$ cat src/rtl/out_port_uart_tx.sv
// Output-port UART transmitter: byte FIFO draining into 8N1 frames on tx.
// Define OUT_PORT_UART_PARITY_EN to add an even-parity bit before stop.
module out_port_uart_tx #(
  parameter int unsigned CLK_DIV    = 16,
  parameter int unsigned FIFO_DEPTH = 4,
  parameter int unsigned AW         = 2
) (
  input  logic          clk,
  input  logic          reset,
  input  logic          wr_en,
  input  logic [7:0]    wr_data,
  output logic          tx,
  output logic          busy,
  output logic          full,
  output logic [AW:0]   fifo_count,
  output logic          overflow
);

`ifdef OUT_PORT_UART_PARITY_EN
  typedef enum logic [2:0] {
    IDLE, START, DATA, PARITY, STOP
  } state_e;
`else
  typedef enum logic [2:0] {
    IDLE, START, DATA, STOP
  } state_e;
`endif

  localparam logic [AW:0]   CNT_ONE = 1;
  localparam logic [AW-1:0] PTR_ONE = 1;
  localparam logic [AW:0]   DEPTH_C = (AW+1)'(FIFO_DEPTH);
  localparam logic [15:0]   DIV_TC  = 16'(CLK_DIV - 1);

  state_e        state_q;
  logic [7:0]    mem_q [FIFO_DEPTH];
  logic [AW-1:0] wptr_q;
  logic [AW-1:0] rptr_q;
  logic [AW:0]   count_q;
  logic [AW:0]   count_d;
  logic          ovf_q;
  logic          tx_q;
  logic [7:0]    shift_q;
  logic [2:0]    bit_q;
  logic [15:0]   div_q;
  logic          div_tc;
  logic          push;
  logic          pop;
`ifdef OUT_PORT_UART_PARITY_EN
  logic          par_q;
`endif

  assign full   = (count_q == DEPTH_C);
  assign push   = wr_en && !full;
  assign pop    = (state_q == IDLE) && (count_q != '0);
  assign div_tc = (div_q == DIV_TC);

  always_comb begin
    count_d = count_q;
    unique case ({push, pop})
      2'b10:   count_d = count_q + CNT_ONE;
      2'b01:   count_d = count_q - CNT_ONE;
      default: count_d = count_q;
    endcase
  end

  always_ff @(posedge clk) begin
    if (push) mem_q[wptr_q] <= wr_data;
  end

  always_ff @(posedge clk) begin
    if (reset) begin
      wptr_q  <= '0;
      rptr_q  <= '0;
      count_q <= '0;
      ovf_q   <= 1'b0;
    end else begin
      count_q <= count_d;
      if (push) wptr_q <= wptr_q + PTR_ONE;
      if (pop)  rptr_q <= rptr_q + PTR_ONE;
      if (wr_en && full) ovf_q <= 1'b1;
    end
  end

  // Shift register holds the byte being sent; tx is loaded one bit ahead.
  always_ff @(posedge clk) begin
    if (reset) begin
      state_q <= IDLE;
      tx_q    <= 1'b1;
      shift_q <= '0;
      bit_q   <= '0;
      div_q   <= '0;
`ifdef OUT_PORT_UART_PARITY_EN
      par_q   <= 1'b0;
`endif
    end else begin
      unique case (state_q)
        IDLE: begin
          tx_q <= 1'b1;
          if (count_q != '0) begin
            shift_q <= mem_q[rptr_q];
`ifdef OUT_PORT_UART_PARITY_EN
            par_q   <= ^mem_q[rptr_q];
`endif
            div_q   <= '0;
            tx_q    <= 1'b0;
            state_q <= START;
          end
        end
        START: begin
          if (div_tc) begin
            div_q   <= '0;
            bit_q   <= '0;
            tx_q    <= shift_q[0];
            state_q <= DATA;
          end else begin
            div_q <= div_q + 16'd1;
          end
        end
        DATA: begin
          if (div_tc) begin
            div_q   <= '0;
            bit_q   <= bit_q + 3'd1;
            shift_q <= {1'b0, shift_q[7:1]};
            if (bit_q == 3'd7) begin
`ifdef OUT_PORT_UART_PARITY_EN
              tx_q    <= par_q;
              state_q <= PARITY;
`else
              tx_q    <= 1'b1;
              state_q <= STOP;
`endif
            end else begin
              tx_q <= shift_q[1];
            end
          end else begin
            div_q <= div_q + 16'd1;
          end
        end
`ifdef OUT_PORT_UART_PARITY_EN
        PARITY: begin
          if (div_tc) begin
            div_q   <= '0;
            tx_q    <= 1'b1;
            state_q <= STOP;
          end else begin
            div_q <= div_q + 16'd1;
          end
        end
`endif
        STOP: begin
          if (div_tc) begin
            div_q   <= '0;
            state_q <= IDLE;
          end else begin
            div_q <= div_q + 16'd1;
          end
        end
        default: state_q <= IDLE;
      endcase
    end
  end

  assign tx         = tx_q;
  assign busy       = (state_q != IDLE) || (count_q != '0);
  assign fifo_count = count_q;
  assign overflow   = ovf_q;

endmodule
$ cat config.mk
export PLATFORM = sky130hd
export DESIGN_NAME = out_port_uart_tx
export DESIGN_NICKNAME = d
export VERILOG_FILES = /design/src/rtl/out_port_uart_tx.sv
export SDC_FILE = /design/constraint.sdc
export NUM_CORES = 1
export LEC_CHECK = 0
export ABC_AREA = 1
export CORE_MARGIN = 2
export CORE_UTILIZATION = 35
export CTS_CLUSTER_DIAMETER = 30
export DETAILED_ROUTE_END_ITERATION = 6
export DONT_BUFFER_PORTS = 1
export PLACE_DENSITY = 0.53
export SYNTH_ARGS = -nofsm -noshare
export SYNTH_HDL_FRONTEND = slang
export SYNTH_SLANG_ARGS = --single-unit
$ cat constraint.sdc
create_clock -name clk -period 1.8 [get_ports clk]
set_clock_uncertainty 0.05 [all_clocks]
set_input_delay 0.54 -clock clk [delete_from_list [all_inputs] [get_ports clk]]
set_output_delay 0.54 -clock clk [all_outputs]
set_load 0.05 [all_outputs]
# Yosys cells after proc, flatten, opt, wreduce, memory -nomap -nowiden

Memory sizes are Yosys's and may differ from the RTL's. A register that Yosys moved wholly into a read port is not among the register bits.
Cells that the tools add are included.

Register bits after elaboration: 39
Bits in writable memories: 32
Output and inout bits: 7
Memories kept: 1

Memory list:

| memory | depth | bits a word | read ports | clocked after Yosys merged registers in | wr ports | line | text |
|---|---|---|---|---|---|---|---|
| mem_q  | 4     | 8           | 1          | 1                                       | 1        | 35   | `logic [7:0] mem_q [FIFO_DEPTH];` |

Add/sub/neg operators: 6
Eq/ne operators: 13
Multiplexer cells: 24
Reductions and logical operators: 19

Operator list:

| cell                  | number |
|---|---|
| $mux 16               | 2 |
| $pmux 16 s2           | 1 |
| $mux 3                | 6 |
| $add 16x1->16 const B | 1 |
| $eq 16x4->1 const B   | 1 |
| $mux 8                | 2 |
| $pmux 8 s2            | 1 |
| $pmux 3 s2            | 2 |
| $pmux 3 s4            | 1 |
| $reduce_and 3->1      | 3 |
| $reduce_bool 3->1     | 3 |
| $ne 2x2->1 const B    | 4 |
| $reduce_bool 2->1     | 4 |
| $add 3x1->3 const B   | 2 |
| $eq 3x2->1 const B    | 2 |
| $eq 3x3->1 const B    | 2 |
| $mux 1                | 6 |
| $reduce_and 5->1      | 1 |
| $add 2x1->2 const B   | 2 |
| $mux 2                | 2 |
| $eq 3x1->1 const B    | 1 |
| $logic_and 1x1->1     | 3 |
| $logic_not 3->1       | 1 |
| $pmux 1 s3            | 1 |
| other kinds (8)       | 8 |

# Longest topological paths before layout

Gate-level depths: netlist of the first run.

Word-level depth: 5
Mapped depth: 11
Gate-level depth less buffers: 11

# Worst setup path after synthesis of the first run

OpenSTA, ideal clock, no wires.

Path type: register to register
Start point: register count_q[1], in the netlist fifo_count[1]
End point: register count_q[2], in the netlist fifo_count[2]
Setup time: 122 ps
Data arrival time: 2,016 ps
Slack: -388 ps
Stages on the path, launching flop included: 12
Path buffers: 0
Period minus slack after synthesis: 2,188 ps
Cells stage by stage: dfxtp_1 nor2_1 nand2_1 nand2_1 inv_1 ha_1 inv_1 fa_1 a21oi_1 o21ai_0 o21ai_0 a21oi_1

Elaborated cells on any way between the ends: 11
Those cells by class: add/sub (2); eq/ne (3); mux (1); reduce/logical (5)

RTL lines:

| element                                         | line | text |
|---|---|---|
| start, declared                                 | 38   | `logic [AW:0] count_q;` |
| start signal, assigned                          | 77   | `count_q <= count_d;` |
| $reduce_bool 3->1 (*)                           | 54   | `assign pop = (state_q == IDLE) && (count_q != '0);` |
| $logic_and 1x1->1 (*)                           | 54   |  |
| via pop                                         | 47   | `logic pop;` |
| $eq 2x1->1 or $eq 2x2->1 (tied branches)        | 59   | `unique case ({push, pop})` |
| $pmux 3 s2 or $reduce_bool 2->1 (tied branches) | --   |  |

Mark *: on every way through the listed nets, which the timed path passes. The rest lies on a longest branch.
A chain may end at the register's enable or synchronous reset.

# Worst setup path in the final report of the first run

Start point: register state_q[0]
End point: output busy

Word-level cells in the longest chain between the ends: 2

Ends and longest elaborated chain:

| element                | line | text |
|---|---|---|
| start, declared        | 34   | `state_e state_q;` |
| start signal, assigned | 87   | `state_q <= IDLE;` |
| start signal, assigned | 106  | `state_q <= START;` |
| start signal, assigned | 114  | `state_q <= DATA;` |
| $reduce_bool 3->1      | 164  | `assign busy = (state_q != IDLE) \|\| (count_q != '0);` |
| $logic_or 1x1->1       | 164  |  |
| end, declared          | 13   | `output logic busy,` |

No other way between the ends.

==> impl_metrics.json, run 1 <==
{
  "ys_warn_count": 0,
  "synth_top_cell_by_area": "edfxtp_1",
  "drc_errors": 0,
  "syn-cell-area_um2": 3520,
  "synth_top_cells_by_area": "edfxtp_1 27%, dfxtp_1 23%, nand2_1 12%",
  "most-common-layout-cells": "103 x nand2_1, 90 x nor2_1, 42 x inv_1, 35 x dfxtp_1",
  "synth_edf_count": 32,
  "ant_nets": 0,
  "area_delta_synth_final_pct": 18.3,
  "fmax_ghz": 0.557,
  "drt-pass1-iter-count": 5,
  "critPathKind": "reg2out",
  "io_pins": 18,
  "die_area_um2": 10900,
  "hp-class": "in2reg",
  "fin_crit_sh": 0.998,
  "min_period_ps": 1800,
  "cts_max_level": 3,
  "power.density_nw_per_um2": 1420,
  "cp.required_ps": 1210,
  "port_buffers": 0,
  "synthArstFlopShare": 0,
  "ys_seq_area_frac": 0.500,
  "die_y_um": 104,
  "grtUsageMet3": 0.0401,
  "dp_slack_ps": -14.0,
  "hpwl_mm": 5.00,
  "dominantRegCellSynth": "dfxtp_1",
  "maxSlewViolCount": 0,
  "clock_sinks": 72,
  "startpoint_type": "flop",
  "worstPathMaxFanout": 2,
  "synth_fp_nets": 475,
  "vias": 2830,
  "drive_gt1_frac": 0.171,
  "clock_latency_ps": 350,
  "layout_setup_ws_ps": 4.46,
  "vias_per_cell": 4.57,
  "grt_use_met1": 0.173,
  "cp-end-kind": "output pin",
  "slew_headroom": 0.663,
  "core_area_um2": 9770,
  "grt_overflow": 0,
  "crit_arrival_ps": 1210,
  "initial_core_util": 0.360,
  "diodes": 0,
  "wirelength_mm": 7.05,
  "final_common_cell": "nand2_1",
  "cts-root-buf": "clkbuf_8",
  "cts.path.max_buffers": 2,
  "ys_ff_latch": 72,
  "grt_max_degree": 17,
  "antenna_found_initial": 0,
  "avgSynthCellArea_um2": 7.83,
  "yosysUniqueCellTypes": 27,
  "fin_nets": 506,
  "grt_pass1_vias": 2728,
  "place_inst": 596,
  "clk_pin_slew_ps": 90,
  "hold_viol": 0,
  "drt_iter0_drc": 72,
  "tightest_slew_ps": 504,
  "ir_worst_vdd_v": 0.000560,
  "drv_cap": 0,
  "avgRoutedWirePerCell_um": 11.4,
  "cts_buffers": 9,
  "status": "finished, final reports clean",
  "busiest_layer": "met2",
  "grt_pass1_wl_mm": 12.5,
  "setup_viol": 0,
  "grtUsageMet2": 0.240,
  "p_leak_nw": 1.68,
  "synth_top_area_frac": 0.273,
  "die_w_um": 104,
  "final_cell_count_no_fill": 619,
  "place.gp.congestion": 0.823,
  "rsz0062_at_grt": "yes",
  "grtUsageTotal": 0.142,
  "cts_tree": "yes",
  "rows": 36,
  "syn_inst": 450
}
## final cells by class
type	instances	area [um2]
clock inverters	7	87.6
fillers	1022	5610
clock buffers	9	124
inverters	49	184
flip-flops and latches	72	1780
repair buffers	32	251
well taps	133	166
multi-input cells	317	1580
## worst max-delay path, cell delays in order, from the launching register on
cell     delay, ps
dfxtp_2        340
inv_2           50
ha_4           160
buf_6          110
nand3_4         60
buf_8          140
## repair_timing
action | 4_1_cts | 5_1_grt
hold buffers | 0 | 0
setup endpoints to repair | 7 | 15
hold endpoints to repair | 0 | 0
pin swaps | 3 | 4
resized for setup | 9 | 10
setup buffers | 3 | 4
## worst paths after layout
| path | from | to | slack, ps | depth (start not counted) |
|---|---|---|---|---|
| worst max-delay path | state_q[0] | busy | 4 | 5 |
| worst min-delay path | reset | div_q[1] | 200 | 1 |
| worst max register to register | fifo_count[0] | fifo_count[2] | 60 | 10 |
| worst min register to register | bit_q[1] | bit_q[1] | 410 | 2 |
## cell usage after synthesis, types with 3 or more instances
cell type and count:
nand2_2 5, o21ai_0 34, buf_6 3, inv_1 46, nor2_1 92, ha_1 13, nand2_1 108, nor3_1 4
nand4_1 5, nand3_1 14, o21ai_1 6, buf_2 6, xor2_1 3, a21oi_1 23, dfxtp_1 40, edfxtp_1 32
## through the flow
step	util	total power [mW]	area (um2)	hold WS [ps]	setup TNS (ps)
after global placement	0.392	4.29	3830	400	0
after floorplan	-	3.71	3550	386	-19.5
after global routing	0.426	6.42	4170	174	-122
after CTS	0.420	5.82	4100	175	-36.1
final	0.426	5.91	4170	197	0
after detailed placement	0.392	4.31	3830	407	-34.6
## state kept, by name, indices dropped and copies added (netlist names), 2 cells and up, named ones only
name and cells:
shift_q 8, mem_q 32, fifo_count 3, wptr_q 2, state_q 2, rptr_q 2
div_q 16, bit_q 3
## kinds of logic (layout without fill, tap and decap cells)
| logic type | Yosys count | count (layout) | synth area share |
|---|---|---|---|
| AO/OA/AOI/OAI | 63 | 63 | 0.0895 |
| AND/OR/NAND/NOR | 236 | 236 | 0.275 |
| buffers and inverters | 61 | 97 | 0.0735 |
| XOR/XNOR | 4 | 4 | 0.00994 |
| flip-flops | 72 | 72 | 0.500 |
| adder cells (fa/ha/maj) | 14 | 14 | 0.0518 |
## power breakdown
| group | total [mW] | switching, mW | internal, mW |
|---|---|---|---|
| Clock | 1.36 | 0.683 | 0.674 |
| Combinational | 2.42 | 1.46 | 0.958 |
| Sequential | 2.14 | 0.170 | 1.97 |
## per-layer routing
metal / up-vias / routed length [um]
met5: - / 0
met4: 0 / 95
met3: 9 / 226
met2: 31 / 3430
met1: 1285 / 3300
li1: 1505 / -
No activity file was read; power rests on OpenSTA's default activity.
==> run 2, diff against run 1 <==
--- a/config.mk
+++ b/config.mk
@@ -8,6 +8,7 @@
 export ABC_AREA = 1
 export CORE_MARGIN = 2
 export CORE_UTILIZATION = 35
+export CTS_BUF_LIST = sky130_fd_sc_hd__clkbuf_4 sky130_fd_sc_hd__clkbuf_8
 export CTS_CLUSTER_DIAMETER = 30
 export DETAILED_ROUTE_END_ITERATION = 6
 export DONT_BUFFER_PORTS = 1
==> results of run 2 <==
No change in the layout: final DEF, timing and power equal those of run 1.
==> run 3, diff against run 2 <==
--- a/config.mk
+++ b/config.mk
@@ -7,12 +7,13 @@
 export LEC_CHECK = 0
 export ABC_AREA = 1
 export CORE_MARGIN = 2
-export CORE_UTILIZATION = 35
+export CORE_UTILIZATION = 59
 export CTS_BUF_LIST = sky130_fd_sc_hd__clkbuf_4 sky130_fd_sc_hd__clkbuf_8
 export CTS_CLUSTER_DIAMETER = 30
 export DETAILED_ROUTE_END_ITERATION = 6
 export DONT_BUFFER_PORTS = 1
-export PLACE_DENSITY = 0.53
+export PLACE_DENSITY = 0.78
+export SLEW_MARGIN = 10
 export SYNTH_ARGS = -nofsm -noshare
 export SYNTH_HDL_FRONTEND = slang
 export SYNTH_SLANG_ARGS = --single-unit
==> run 3 against run 2 <==
Net effect:
- largest cell class unchanged
- the flow now finishes with violations (setup timing)
- cell area decreased by 0.87%
- non-clock buffer count unchanged
- hold slack improved by 14 ps
- first-iteration DRC count increased to 3.2 times the previous value
- critical endpoint unchanged
- utilization increased by 28 points
==> impl_metrics.json, run 3 (synthesis gave the netlist of run 1 again) <==
{
  "largest_reg_flops": 32,
  "die_area_um2": 6610,
  "fmax_ghz": 0.547,
  "final_cell_count_no_fill": 561,
  "wirelength_mm": 6.99,
  "grt_pass1_vias": 2646,
  "power.density_nw_per_um2": 1460,
  "cts-root-buf": "clkbuf_8",
  "regToRegSetupSlack_ps": -10,
  "cts_buffers": 9,
  "worstPathMaxFanout": 3,
  "fin_crit_sh": 1.02,
  "finalSetupTns_ps": -39.6,
  "drc_errors": 0,
  "fillers": 448,
  "place_inst": 538,
  "crit_path_max_incr_delay_ps": 350,
  "die_w_um": 81.3,
  "crit_path_cell_trace": "inv_2 -> ha_4 -> buf_6 -> nand3_4 -> buf_8",
  "register_area_um2": 1780,
  "slew_headroom": 0.649,
  "finalInstanceArea_um2": 4130,
  "layout_setup_ws_ps": -29.7,
  "clock_latency_ps": 340,
  "place.gp.congestion": 0.881,
  "cts.path.max_buffers": 2,
  "hp-class": "in2reg",
  "grt_pass1_wl_mm": 11.0,
  "die_y_um": 81.3,
  "vias": 2876,
  "startpoint_type": "flop",
  "hold_viol": 0,
  "top_layer_used": "met4",
  "cts_max_level": 3,
  "grtUsageTotal": 0.224,
  "clk_pin_slew_ps": 80,
  "critPathBufInv": 3,
  "drt_iter0_drc": 231,
  "wl_met1_mm": 3.08,
  "violations": "setup timing",
  "clock_sinks": 72,
  "diodes": 0,
  "hpwl_mm": 4.71,
  "fin_nets": 506,
  "cp.required_ps": 1210,
  "most-common-layout-cells": "103 x nand2_1, 90 x nor2_1, 41 x inv_1, 35 x dfxtp_1",
  "rows": 28,
  "setup_viol": 2,
  "antenna_found_initial": 0,
  "ant_nets": 0,
  "rsz0062_at_grt": "yes",
  "cts_tree": "yes",
  "multiInputGateArea_um2": 1600,
  "vias_per_cell": 5.13,
  "p_total_mw": 6.05,
  "port_buffers": 0,
  "largest_register": "mem_q",
  "avgRoutedWirePerCell_um": 12.5,
  "io_pins": 18,
  "cp-end-kind": "output pin",
  "drt-pass1-iter-count": 4,
  "met3_length_um": 286,
  "tightest_slew_ps": 526,
  "slowest_stage": "dfxtp_2",
  "ctsHoldBuffers": 0,
  "grt_max_degree": 17,
  "critPathKind": "reg2out",
  "drive_gt1_frac": 0.175,
  "grt_overflow": 0,
  "status": "finished with violations",
  "wl_met2_mm": 3.50,
  "crit_arrival_ps": 1240,
  "maxSlewViolCount": 0,
  "cp_top_family": "flip-flops",
  "dp_slack_ps": -28.7,
  "p_leak_nw": 1.69,
  "ir_worst_vdd_v": 0.00153,
  "area_delta_synth_final_pct": 17.3,
  "min_period_ps": 1830,
  "placed_cell_area_um2": 3760,
  "final_common_cell": "nand2_1",
  "core_area_um2": 5850,
  "drv_cap": 0,
  "initial_core_util": 0.602,
  "top_regs": "mem_q (32), div_q (16), shift_q (8)"
}
[run 3: cell count changes in the layout (fill, tap and decap cells not counted), moves of 2 or more]
cell,change
inv_4,+2
inv_6,-2
nand2_4,+2
nand2_2,-2
inv_8,-2
clkbuf_4,+2
[run 3: per-stage QoR]
stage | hold slack [ps] | utilization
2_1_floorplan | 386 | -
3_5_place_dp | 408 | 0.643
6_report | 211 | 0.706
3_3_place_gp | 402 | 0.643
4_1_cts | 195 | 0.690
5_1_grt | 191 | 0.706
[run 3: cell type report]
| cell class | count | share of cell area |
|---|---|---|
| flip-flops and latches | 72 | 0.430 |
| clock buffers | 11 | 0.0336 |
| repair buffers | 32 | 0.0618 |
| clock inverters | 5 | 0.0197 |
| multi-input cells | 317 | 0.387 |
| well taps | 75 | 0.0227 |
| inverters | 49 | 0.0457 |
[run 3: what timing repair did]
item                                    CTS  global route
pin swaps                                 3            10
setup buffers                             2             5
resized for setup                        12            15
endpoints found under the setup margin    7            19
gates cloned                              0             0
[run 3: final timing paths]
kind              endpoint       start  cells past startpoint
max                   busy  state_q[1]                      5
min              div_q[14]       reset                      1
max reg2reg  fifo_count[2]  state_q[1]                     11
min reg2reg       bit_q[1]    bit_q[1]                      2
[run 3: power breakdown]
group / total (mW) / internal (mW) / switching [mW] / leakage (nW)
combinational: 2.50 / 0.956 / 1.54 / 0.957
sequential: 2.15 / 1.97 / 0.175 / 0.623
clock: 1.41 / 0.812 / 0.596 / 0.110
total: 6.05 / 3.74 / 2.31 / 1.69
[run 3: layer usage]
| metal | track usage | vias to the layer above |
|---|---|---|
| met5 | 0 | - |
| met4 | 0.105 | 0 |
| met3 | 0.0522 | 10 |
| met2 | 0.374 | 61 |
| met1 | 0.274 | 1308 |
| li1 | - | 1497 |
[run 3: worst reg2reg max path, stage by stage, from the launching register on]
cell	delay [ps]
dfxtp_2	340
inv_2	70
ha_4	150
nand2_4	60
inv_4	60
ha_4	140
inv_4	40
fa_2	380
a21oi_2	160
o21ai_2	80
o21ai_1	140
a21oi_1	50
